[src/rtl/bist_pkg.sv]
// +----------------------------------------------------------------------+
// | bist_pkg : shared types and helpers for gate_bist_checker    rev 1.0 |
// +----------------------------------------------------------------------+
`default_nettype none

package bist_pkg;

  typedef enum logic [1:0] {
    IDLE   = 2'd0,
    SETTLE = 2'd1,
    SAMPLE = 2'd2,
    DONE   = 2'd3
  } state_t;

  localparam int DWELL_W = 8;

  function automatic int num_vec(input int n);
    return 1 << n;
  endfunction

endpackage

`default_nettype wire

[src/rtl/gate_bist_checker_dwell_timer.sv]
// +----------------------------------------------------------------------+
// | dwell_timer : clearable settle counter, expired at DWELL-1   rev 1.0 |
// +----------------------------------------------------------------------+
`default_nettype none

module dwell_timer
  import bist_pkg::*;
#(
  parameter int DWELL = 4
) (
  input  logic clk,
  input  logic rst_n,
  input  logic clear,
  input  logic en,
  output logic expired
);

  logic [DWELL_W-1:0] count;

  always_ff @(posedge clk) begin
    if (!rst_n || clear) begin
      count <= '0;
    end else if (en) begin
      count <= count + DWELL_W'(1);
    end
  end

  assign expired = (count == DWELL_W'(DWELL - 1));

endmodule

`default_nettype wire

[config.mk]
export PLATFORM = sky130hd
export DESIGN_NAME = dwell_timer
export DESIGN_NICKNAME = d
export VERILOG_FILES = /design/src/rtl/bist_pkg.sv /design/src/rtl/gate_bist_checker_dwell_timer.sv
export SDC_FILE = /design/constraint.sdc
export NUM_CORES = 1
export LEC_CHECK = 0
export BUFFER_PORTS_ARGS = -buffer_cell sky130_fd_sc_hd__buf_4
export CAP_MARGIN = 40
export CORE_AREA = 2 2 39 41
export CTS_CLUSTER_SIZE = 12
export DETAILED_ROUTE_END_ITERATION = 10
export DIE_AREA = 0 0 41 43
export GPL_TIMING_DRIVEN = 0
export PLACE_DENSITY_LB_ADDON = 0.08
export SYNTH_ARGS = -nofsm -noshare
export SYNTH_HDL_FRONTEND = slang
export SYNTH_SLANG_ARGS = --single-unit
[constraint.sdc]
create_clock -name clk -period 1.4 [get_ports clk]
set_input_delay 0.28 -clock clk [delete_from_list [all_inputs] [get_ports clk]]
set_output_delay 0.28 -clock clk [all_outputs]
set_load 0.01 [all_outputs]
==> results of run 1 <==
[logic make-up (layout without fill, tap and decap cells)]
logic type                 count (synthesis)  after routing  synth area share
AOI/OAI and AO/OA                          5              5            0.0743
xor gates and xnor gates                   4              4            0.0946
adders and majority gates                  2              2            0.0676
buffers and inverters                      1             10            0.0135
DFF                                        8              8             0.432
muxes                                      1              1            0.0270
and+or+nand+nor                           19             19             0.291
[tightest hold or removal path: stages]
cell and delay, ns:
buf_4 0.08, nor2b_1 0.03, o211ai_1 0.07, nand2_1 0.05
[through the flow]
| stage | setup slack [ns] | total power, mW | setup TNS, ns | area [sq um] | util |
|---|---|---|---|---|---|
| 2_1_floorplan | -0.0965 | 0.248 | -0.0965 | 385 | - |
| 3_3_place_gp | -0.230 | 0.259 | -0.230 | 435 | 0.315 |
| 3_5_place_dp | -0.260 | 0.261 | -0.260 | 435 | 0.315 |
| 4_1_cts | -0.396 | 0.443 | -0.396 | 482 | 0.348 |
| 5_1_grt | -0.429 | 0.462 | -0.487 | 494 | 0.357 |
| 6_report | -0.364 | 0.438 | -0.364 | 494 | 0.357 |
[area by class of cell]
class                           count  area [sq um]
Sequential cell                     8           165
Tap cell                           16          20.0
Fill cell                         147           890
Multi-Input combinational cell     31           236
Buffer                              1          5.00
Timing Repair Buffer                6          45.0
Clock buffer                        3          22.5
[routing by layer]
metal / track usage / up-vias / wire length [microns]
met4: 0.140 / 0 / 44
met5: 0 / - / 0
met3: 0.0471 / 4 / 34
li1: - / 164 / -
met1: 0.133 / 154 / 302
met2: 0.172 / 5 / 428
[path summary, 6_finish.rpt]
check,cells after the start,start,to
setup / recovery,4,count[0]$_SDFFE_PP0P_,expired
hold / removal,4,clear,count[7]$_SDFFE_PP0P_
setup reg to reg,5,count[0]$_SDFFE_PP0P_,count[6]$_SDFFE_PP0P_
hold reg to reg,2,count[6]$_SDFFE_PP0P_,count[6]$_SDFFE_PP0P_
[placed cells by master, fill, tap and decap left out, types with 2 or more instances in the layout]
cell	instances
o21ai_0	2
a21oi_1	2
buf_4	6
or3_1	2
nand2_1	4
nand4_1	2
xor2_1	3
nor2_1	5
dfxtp_1	6
clkbuf_4	3
[report_power, final]
group | total, mW | internal, mW | switching, mW | leakage (nW)
logic | 0.0277 | 0.0147 | 0.0129 | 0.117
clock network | 0.179 | 0.0982 | 0.0809 | 0.0138
registers | 0.231 | 0.229 | 0.00211 | 0.0658
[what timing repair did]
action | 4_1_cts | 5_1_grt
buffers inserted | 2 | 0
resized for setup | 4 | 2
endpoints found under the hold margin | 0 | 0
endpoints found under the setup margin | 1 | 2
pin swaps | 0 | 1
==> results.py, run 1 <==
metrics = {
    "die": {
        "dieHeight_microns": 43,
        "rows": 14,
        "die_area_sq_um": 1760,
        "fp.dieW_microns": 41,
        "start_util": 0.268,
        "core_area_sq_um": 1380,
        "io_pins": 5,
    },
    "synthesis": {
        "synthTopCellsByCount": "8 x dfxtp_1, 5 x nor2_1, 4 x nand2_1",
        "yosysSeqAreaShare": 0.432,
        "synth_area_leaders": "dfxtp_1 43%, xor2_1 7.1%, ha_1 6.8%",
        "syn-cell-area_sq_um": 370,
        "synth-edff-count": 0,
        "yosys_most_used_dff": "dfxtp_1",
        "synth.most_common_cell": "dfxtp_1",
        "ys_ff_latch": 8,
        "syn_area_per_cell_sq_um": 9.26,
        "async_flop_share": 0,
        "synthCells": 40,
        "ys_warn_count": 0,
        "synth.distinct_cells": 19,
        "synth_top_area_frac": 0.432,
        "synth_nets": 46,
        "yosysTopAreaCell": "dfxtp_1",
    },
    "layout": {
        "final_nets": 57,
        "regMostFlops": "count",
        "instances_no_fill": 65,
        "largest_reg_flops": 8,
        "area_growth_pct": 33.4,
        "diodes": 0,
        "reg_top3": "count (8)",
        "drive_gt1_frac": 0.327,
    },
    "setup_path": {
        "rrSetupSlack_ns": 0.02,
        "critPathSlowestCell": "or4b_4",
        "arrival_ns": 1.48,
        "slowest_delay_ns": 0.47,
        "critPathTopFamily": "simple AND/OR/NAND/NOR gates",
        "worstSetupPathType": "reg -> out",
        "cp_cell_sequence": "ha_4, or4b_4, nor4_4, buf_4",
        "end_kind": "output port",
        "path_max_fanout": 2,
        "required_ns": 1.12,
        "path_buf_inv": 1,
        "start_kind": "register",
    },
    "timing": {
        "setup_viol": 1,
        "drv_slew": 0,
        "worst_hold_slack_ns": 0.302,
        "max_freq_ghz": 0.567,
        "worst_slew_pin_slew_ns": 0.234,
        "rsz0062_at_grt": "true",
        "finalCritPeriodShare": 1.26,
        "slew_headroom": 0.843,
        "skew_ns": 0.000334,
        "period_needed_ns": 1.76,
        "worst_slack_ns": -0.364,
        "finalHoldViolCount": 0,
    },
    "global_route": {
        "grt_pass1_wl_mm": 1.37,
        "grt_overflow": 0,
        "grt_max_degree": 9,
        "grt_use_total": 0.127,
        "grt_pass1_vias": 322,
        "antenna_found_initial": 0,
    },
    "route": {
        "drt_iter0_drc": 4,
        "num_vias": 327,
        "wire_per_inst_microns": 12.4,
        "wl_microns": 809,
        "ant_nets": 0,
        "vias_per_cell": 5.03,
        "drc_errors": 0,
        "dr.pass1.iters": 2,
    },
    "cts": {
        "clkSinkCount": 8,
        "cts_tree": "built",
        "clkTransAtPathRegs_ns": 0.05,
        "postCtsHoldBufs": 0,
        "cts_buffers": 3,
        "root_buffer": "clkbuf_4",
        "ctsLongestPathBuffers": 2,
        "clkLatencyLatePin_ns": 0.26,
        "htreeDepth": 1,
    },
    "place": {
        "port_buffers": 4,
        "gp_congestion": 0.685,
        "place_inst": 60,
    },
    "min_path": {
        "hp-class": "in -> reg",
    },
    "power_and_ir_drop": {
        "power_leakage_nw": 0.196,
        "p_per_area_nw_per_um2": 887,
        "max-vdd-ir-drop_mv": 0.537,
    },
    "run_status": {
        "violations": "negative setup slack",
        "status": "complete, but fails checks",
    },
    "flow_run": {
        "drv_cap": 0,
    },
}
Power figures use the tool's default switching activity.
==> inputs of run 2 (changes only) <==
--- a/config.mk
+++ b/config.mk
@@ -12,7 +12,7 @@
 export DETAILED_ROUTE_END_ITERATION = 10
 export DIE_AREA = 0 0 41 43
 export GPL_TIMING_DRIVEN = 0
-export PLACE_DENSITY_LB_ADDON = 0.08
+export REMOVE_ABC_BUFFERS = 1
 export SYNTH_ARGS = -nofsm -noshare
 export SYNTH_HDL_FRONTEND = slang
 export SYNTH_SLANG_ARGS = --single-unit
==> run 2 against run 1 <==
Against the previous run: the run still ends with negative setup slack left; final area is 1.5% lower; count of clock-buffer cells in the layout stayed put; hold slack hardly changed; first-iteration DRC count is 25% lower; critical path depth stayed put; worst setup slack better by 0.0083 ns; combinational power is 8.3% lower; non-clock buffer count is 1 lower; global-route usage is 1.7 points lower; sequential cell count stayed put; cell count is 1.5% lower; critical path type unchanged; critical endpoint unchanged.
==> results.py, run 2 (synthesis results as in run 1) <==
metrics = {
    "run_status": {
        "status": "complete, but fails checks",
        "violations": "negative setup slack",
    },
    "cts": {
        "htreeDepth": 1,
        "root_buffer": "clkbuf_4",
        "clkLatencyLatePin_ns": 0.25,
        "ctsLongestPathBuffers": 2,
        "clkSinkCount": 8,
        "clkTransAtPathRegs_ns": 0.06,
        "cts_buffers": 3,
        "cts_tree": "built",
    },
    "route": {
        "drt_iter0_drc": 3,
        "drc_errors": 0,
        "dr.pass1.iters": 2,
        "wl_microns": 697,
        "ant_nets": 0,
        "wire_per_inst_microns": 10.9,
        "vias_per_cell": 4.84,
        "num_vias": 310,
    },
    "power_and_ir_drop": {
        "max-vdd-ir-drop_mv": 0.366,
        "p_per_area_nw_per_um2": 902,
        "power_leakage_nw": 0.193,
    },
    "die": {
        "start_util": 0.268,
        "die_area_sq_um": 1760,
        "core_area_sq_um": 1380,
        "dieHeight_microns": 43,
        "fp.dieW_microns": 41,
        "rows": 14,
        "io_pins": 5,
    },
    "setup_path": {
        "cp_cell_sequence": "ha_4, or4b_4, nor4_4, buf_4",
        "worstSetupPathType": "reg -> out",
        "path_buf_inv": 1,
        "slowest_delay_ns": 0.46,
        "critPathSlowestCell": "or4b_4",
        "arrival_ns": 1.48,
        "end_kind": "output port",
        "required_ns": 1.12,
        "start_kind": "register",
        "critPathTopFamily": "simple AND/OR/NAND/NOR gates",
        "path_max_fanout": 2,
    },
    "layout": {
        "final.fill_count": 149,
        "reg_top3": "count (8)",
        "area_growth_pct": 31.4,
        "instances_no_fill": 64,
        "final_cell_area_sq_um": 487,
        "final_nets": 56,
        "seqCellArea_sq_um": 163,
        "drive_gt1_frac": 0.313,
        "diodes": 0,
        "fin_util": 0.352,
        "largest_reg_flops": 8,
        "regMostFlops": "count",
        "final_cell_mix": "6 x dfxtp_1, 6 x buf_4, 5 x nor2_1, 4 x nand2_1",
        "multi_input_area_sq_um": 236,
    },
    "timing": {
        "finalCritPeriodShare": 1.25,
        "drv_slew": 0,
        "worst_hold_slack_ns": 0.302,
        "skew_ns": 0.000936,
        "setup_viol": 1,
        "period_needed_ns": 1.76,
        "slew_headroom": 0.795,
        "worst_slack_ns": -0.355,
        "max_freq_ghz": 0.570,
        "rsz0062_at_grt": "true",
        "finalHoldViolCount": 0,
        "setup-tns-final_ns": -0.355,
        "worst_slew_pin_slew_ns": 0.307,
    },
    "global_route": {
        "grt_pass1_vias": 305,
        "antenna_found_initial": 0,
        "grt_overflow": 0,
        "grt_max_degree": 9,
        "grt_pass1_wl_mm": 1.24,
        "grt_use_total": 0.110,
    },
    "place": {
        "gp_congestion": 0.627,
        "place_area_sq_um": 415,
        "place_inst": 59,
        "hpwl_microns": 449,
        "port_buffers": 4,
    },
    "flow_run": {
        "drv_cap": 0,
    },
    "min_path": {
        "hp-class": "in -> reg",
    },
}
[run 2: cell count changes in the layout (fill, tap and decap cells not counted), sizes merged]
cell,previous run,this run
buf,7,6
[run 2: cell type report]
| class | count | share of cell area |
|---|---|---|
| multi-input cells | 31 | 0.486 |
| repair buffers | 6 | 0.0925 |
| well taps | 16 | 0.0411 |
| clock buffers | 3 | 0.0463 |
| flip-flops and latches | 8 | 0.334 |
[run 2: layer usage]
layer,routed length (microns),share of wire,track usage
met2,308,0.44,0.150
met3,51,0.073,0.0785
met1,324,0.46,0.119
met4,13,0.019,0.0600
met5,0,0,0
[run 2: power by group]
| part | total [mW] | internal, mW | switching, mW |
|---|---|---|---|
| registers | 0.232 | 0.230 | 0.00209 |
| logic | 0.0254 | 0.0136 | 0.0117 |
| clock network | 0.181 | 0.0984 | 0.0827 |
[run 2: repair_timing]
item | 4_1_cts | 5_1_grt
buffers inserted | 2 | 0
endpoints found under the setup margin | 1 | 2
gates resized for setup | 4 | 3
hold buffers | 0 | 0
pin swaps | 0 | 1
[run 2: path summary, 6_finish.rpt]
kind,startpoint,to,slack [ns],cells past startpoint
min,clear,count[7]$_SDFFE_PP0P_,0.30,4
max,count[0]$_SDFFE_PP0P_,expired,-0.36,4
min reg2reg,count[6]$_SDFFE_PP0P_,count[6]$_SDFFE_PP0P_,0.50,2
max reg2reg,count[0]$_SDFFE_PP0P_,count[6]$_SDFFE_PP0P_,0.08,5
[run 2: stage by stage]
| stage | setup slack (ns) | power, mW |
|---|---|---|
| 6_report | -0.355 | 0.439 |
| 2_1_floorplan | -0.209 | 0.247 |
| 5_1_grt | -0.456 | 0.459 |
| 4_1_cts | -0.382 | 0.446 |
| 3_3_place_gp | -0.251 | 0.258 |
| 3_5_place_dp | -0.260 | 0.258 |
[run 2: worst reg2reg max path: cells and delay by family, from the launching register on]
family                     cells  cell delay, ns
adders and majority gates      1            0.14
and+or+nand+nor                2            0.50
AOI/OAI and AO/OA              1            0.13
DFF                            1            0.35
buffers and inverters          1            0.13
==> inputs of run 3 (changes only) <==
--- a/config.mk
+++ b/config.mk
@@ -12,6 +12,7 @@
 export DETAILED_ROUTE_END_ITERATION = 10
 export DIE_AREA = 0 0 41 43
 export GPL_TIMING_DRIVEN = 0
+export PLACE_DENSITY = 0.56
 export REMOVE_ABC_BUFFERS = 1
 export SYNTH_ARGS = -nofsm -noshare
 export SYNTH_HDL_FRONTEND = slang
==> run 3 against run 2 <==
Against the previous run: the run still ends with negative setup slack left; first-iteration DRC count fell by 33%; critical path depth unchanged; hold slack better by 0.0011 ns; maximum frequency decreased by 4.6%; die area is the same; power shrank 1.7%; via count shrank 2.9%; global-route usage decreased by 1.1 points; cell count shrank 3.1%.
==> results.py, run 3 (synthesis results as in run 1) <==
metrics = {
    "route": {
        "dr.pass1.iters": 2,
        "wl_microns": 719,
        "vias_per_cell": 4.85,
        "drc_errors": 0,
        "drt_iter0_drc": 2,
        "wire_per_inst_microns": 11.6,
        "num_vias": 301,
        "ant_nets": 0,
    },
    "layout": {
        "diodes": 0,
        "drive_gt1_frac": 0.261,
        "fin_util": 0.334,
        "area_growth_pct": 24.7,
        "final_nets": 54,
        "layout_commonest_cell": "dfxtp_1",
        "largest_reg_flops": 8,
        "final_cell_mix": "6 x dfxtp_1, 5 x nor2_1, 4 x nand2_1, 4 x buf_4",
        "reg_top3": "count (8)",
        "regMostFlops": "count",
        "final.fill_count": 153,
    },
    "cts": {
        "clkLatencyLatePin_ns": 0.25,
        "clkTransAtPathRegs_ns": 0.06,
        "clkSinkCount": 8,
        "post_cts_buffers": 0,
        "postCtsHoldBufs": 0,
        "root_buffer": "clkbuf_4",
        "htreeDepth": 1,
        "cts_tree": "built",
        "ctsLongestPathBuffers": 2,
        "cts_buffers": 3,
    },
    "die": {
        "io_pins": 5,
        "rows": 14,
        "die_area_sq_um": 1760,
        "dieHeight_microns": 43,
        "core_area_sq_um": 1380,
        "fp.dieW_microns": 41,
        "start_util": 0.268,
    },
    "timing": {
        "period_needed_ns": 1.84,
        "worst_slack_ns": -0.441,
        "skew_ns": 0.00588,
        "max_freq_ghz": 0.543,
        "rsz0062_at_grt": "true",
        "worst_slew_pin_slew_ns": 0.331,
        "setup_viol": 1,
        "finalHoldViolCount": 0,
        "slew_headroom": 0.779,
        "drv_slew": 0,
        "finalCritPeriodShare": 1.31,
    },
    "power_and_ir_drop": {
        "p_int_uw": 339,
        "total_power_uw": 432,
        "p_comb_frac": 0.051,
        "p_per_area_nw_per_um2": 935,
        "power.switching_uw": 92.7,
        "netSwitchingFraction": 0.215,
        "p_clk_frac": 0.412,
        "max-vdd-ir-drop_mv": 0.385,
        "power_leakage_nw": 0.185,
        "p_seq_frac": 0.537,
    },
    "setup_path": {
        "start_kind": "register",
        "end_kind": "output port",
        "path_buf_inv": 1,
        "critPathLaunch": "count[0]$_SDFFE_PP0P_",
        "slowest_delay_ns": 0.48,
        "cp_cell_sequence": "ha_1, or4b_4, nor4_4, buf_4",
        "critPathTopFamily": "simple AND/OR/NAND/NOR gates",
        "worstSetupPathType": "reg -> out",
        "cp.depth": 4,
        "critPathSlowestCell": "or4b_4",
        "required_ns": 1.12,
        "r2r-start": "count[0]$_SDFFE_PP0P_",
        "reg2reg_depth": 4,
        "path_max_fanout": 4,
        "arrival_ns": 1.56,
    },
    "place": {
        "dp_worst_setup_slack_ns": -0.236,
        "gp_congestion": 0.670,
        "hpwl_microns": 452,
        "port_buffers": 4,
    },
    "global_route": {
        "grt_use_total": 0.0986,
        "grt_pass1_vias": 253,
        "antenna_found_initial": 0,
        "grt_max_degree": 9,
        "grt_pass1_wl_mm": 1.06,
        "grt_overflow": 0,
    },
    "min_path": {
        "hold_depth": 4,
        "hp-class": "in -> reg",
        "holdCritStartpoint": "clear",
    },
    "flow_run": {
        "drv_cap": 0,
    },
    "run_status": {
        "status": "complete, but fails checks",
        "violations": "negative setup slack",
    },
}
[run 3: timing repair]
action	CTS	global route
gates resized for setup	3	3
pin swaps	0	0
setup endpoints to repair	1	1
[run 3: stage by stage]
| stage | std cells | hold slack (ns) | area [sq um] | setup TNS, ns |
|---|---|---|---|---|
| detailed placement | 59 | 0.498 | 415 | -0.236 |
| global route | 62 | 0.295 | 462 | -0.539 |
| floorplan | 39 | 0.428 | 365 | -0.209 |
| CTS | 62 | 0.296 | 443 | -0.458 |
| global placement | 59 | 0.484 | 415 | -0.245 |
| finish | 62 | 0.303 | 462 | -0.441 |
[run 3: worst min-delay path: cells and delay by family]
family / cells / cell delay [ns]
AOI/OAI and AO/OA: 1 / 0.07
buffers and inverters: 1 / 0.08
and+or+nand+nor: 2 / 0.08
[run 3: final timing paths]
path	endpoint	slack, ns
worst max register to register	count[6]$_SDFFE_PP0P_	0.13
worst min-delay path	count[7]$_SDFFE_PP0P_	0.30
worst min register to register	count[0]$_SDFFE_PP0P_	0.53
worst max-delay path	expired	-0.44
[run 3: layout make-up]
cell class	instances	area, sq um	share of cell area
clock buffers	3	22.5	0.0488
multi-input cells	31	224	0.485
flip-flops and latches	8	165	0.358
well taps	16	20.0	0.0434
repair buffers	4	30.0	0.0650
[run 3: power groups by stage]
stage	logic (mW)	clock network [mW]	registers, mW
final	0.0218	0.178	0.232
after global routing	0.0235	0.198	0.232
after CTS	0.0218	0.185	0.232
after detailed placement	0.0211	0	0.237
after global placement	0.0206	0	0.237
after floorplan	0.00984	0	0.237
[run 3: metal layers]
layer,routed length (microns),up-vias,share of wire,global-route usage
met2,346,3,0.48,0.128
met4,14,0,0.019,0.100
met1,327,139,0.45,0.0971
met5,0,-,0,0
met3,31,2,0.043,0.0628
li1,-,157,-,-
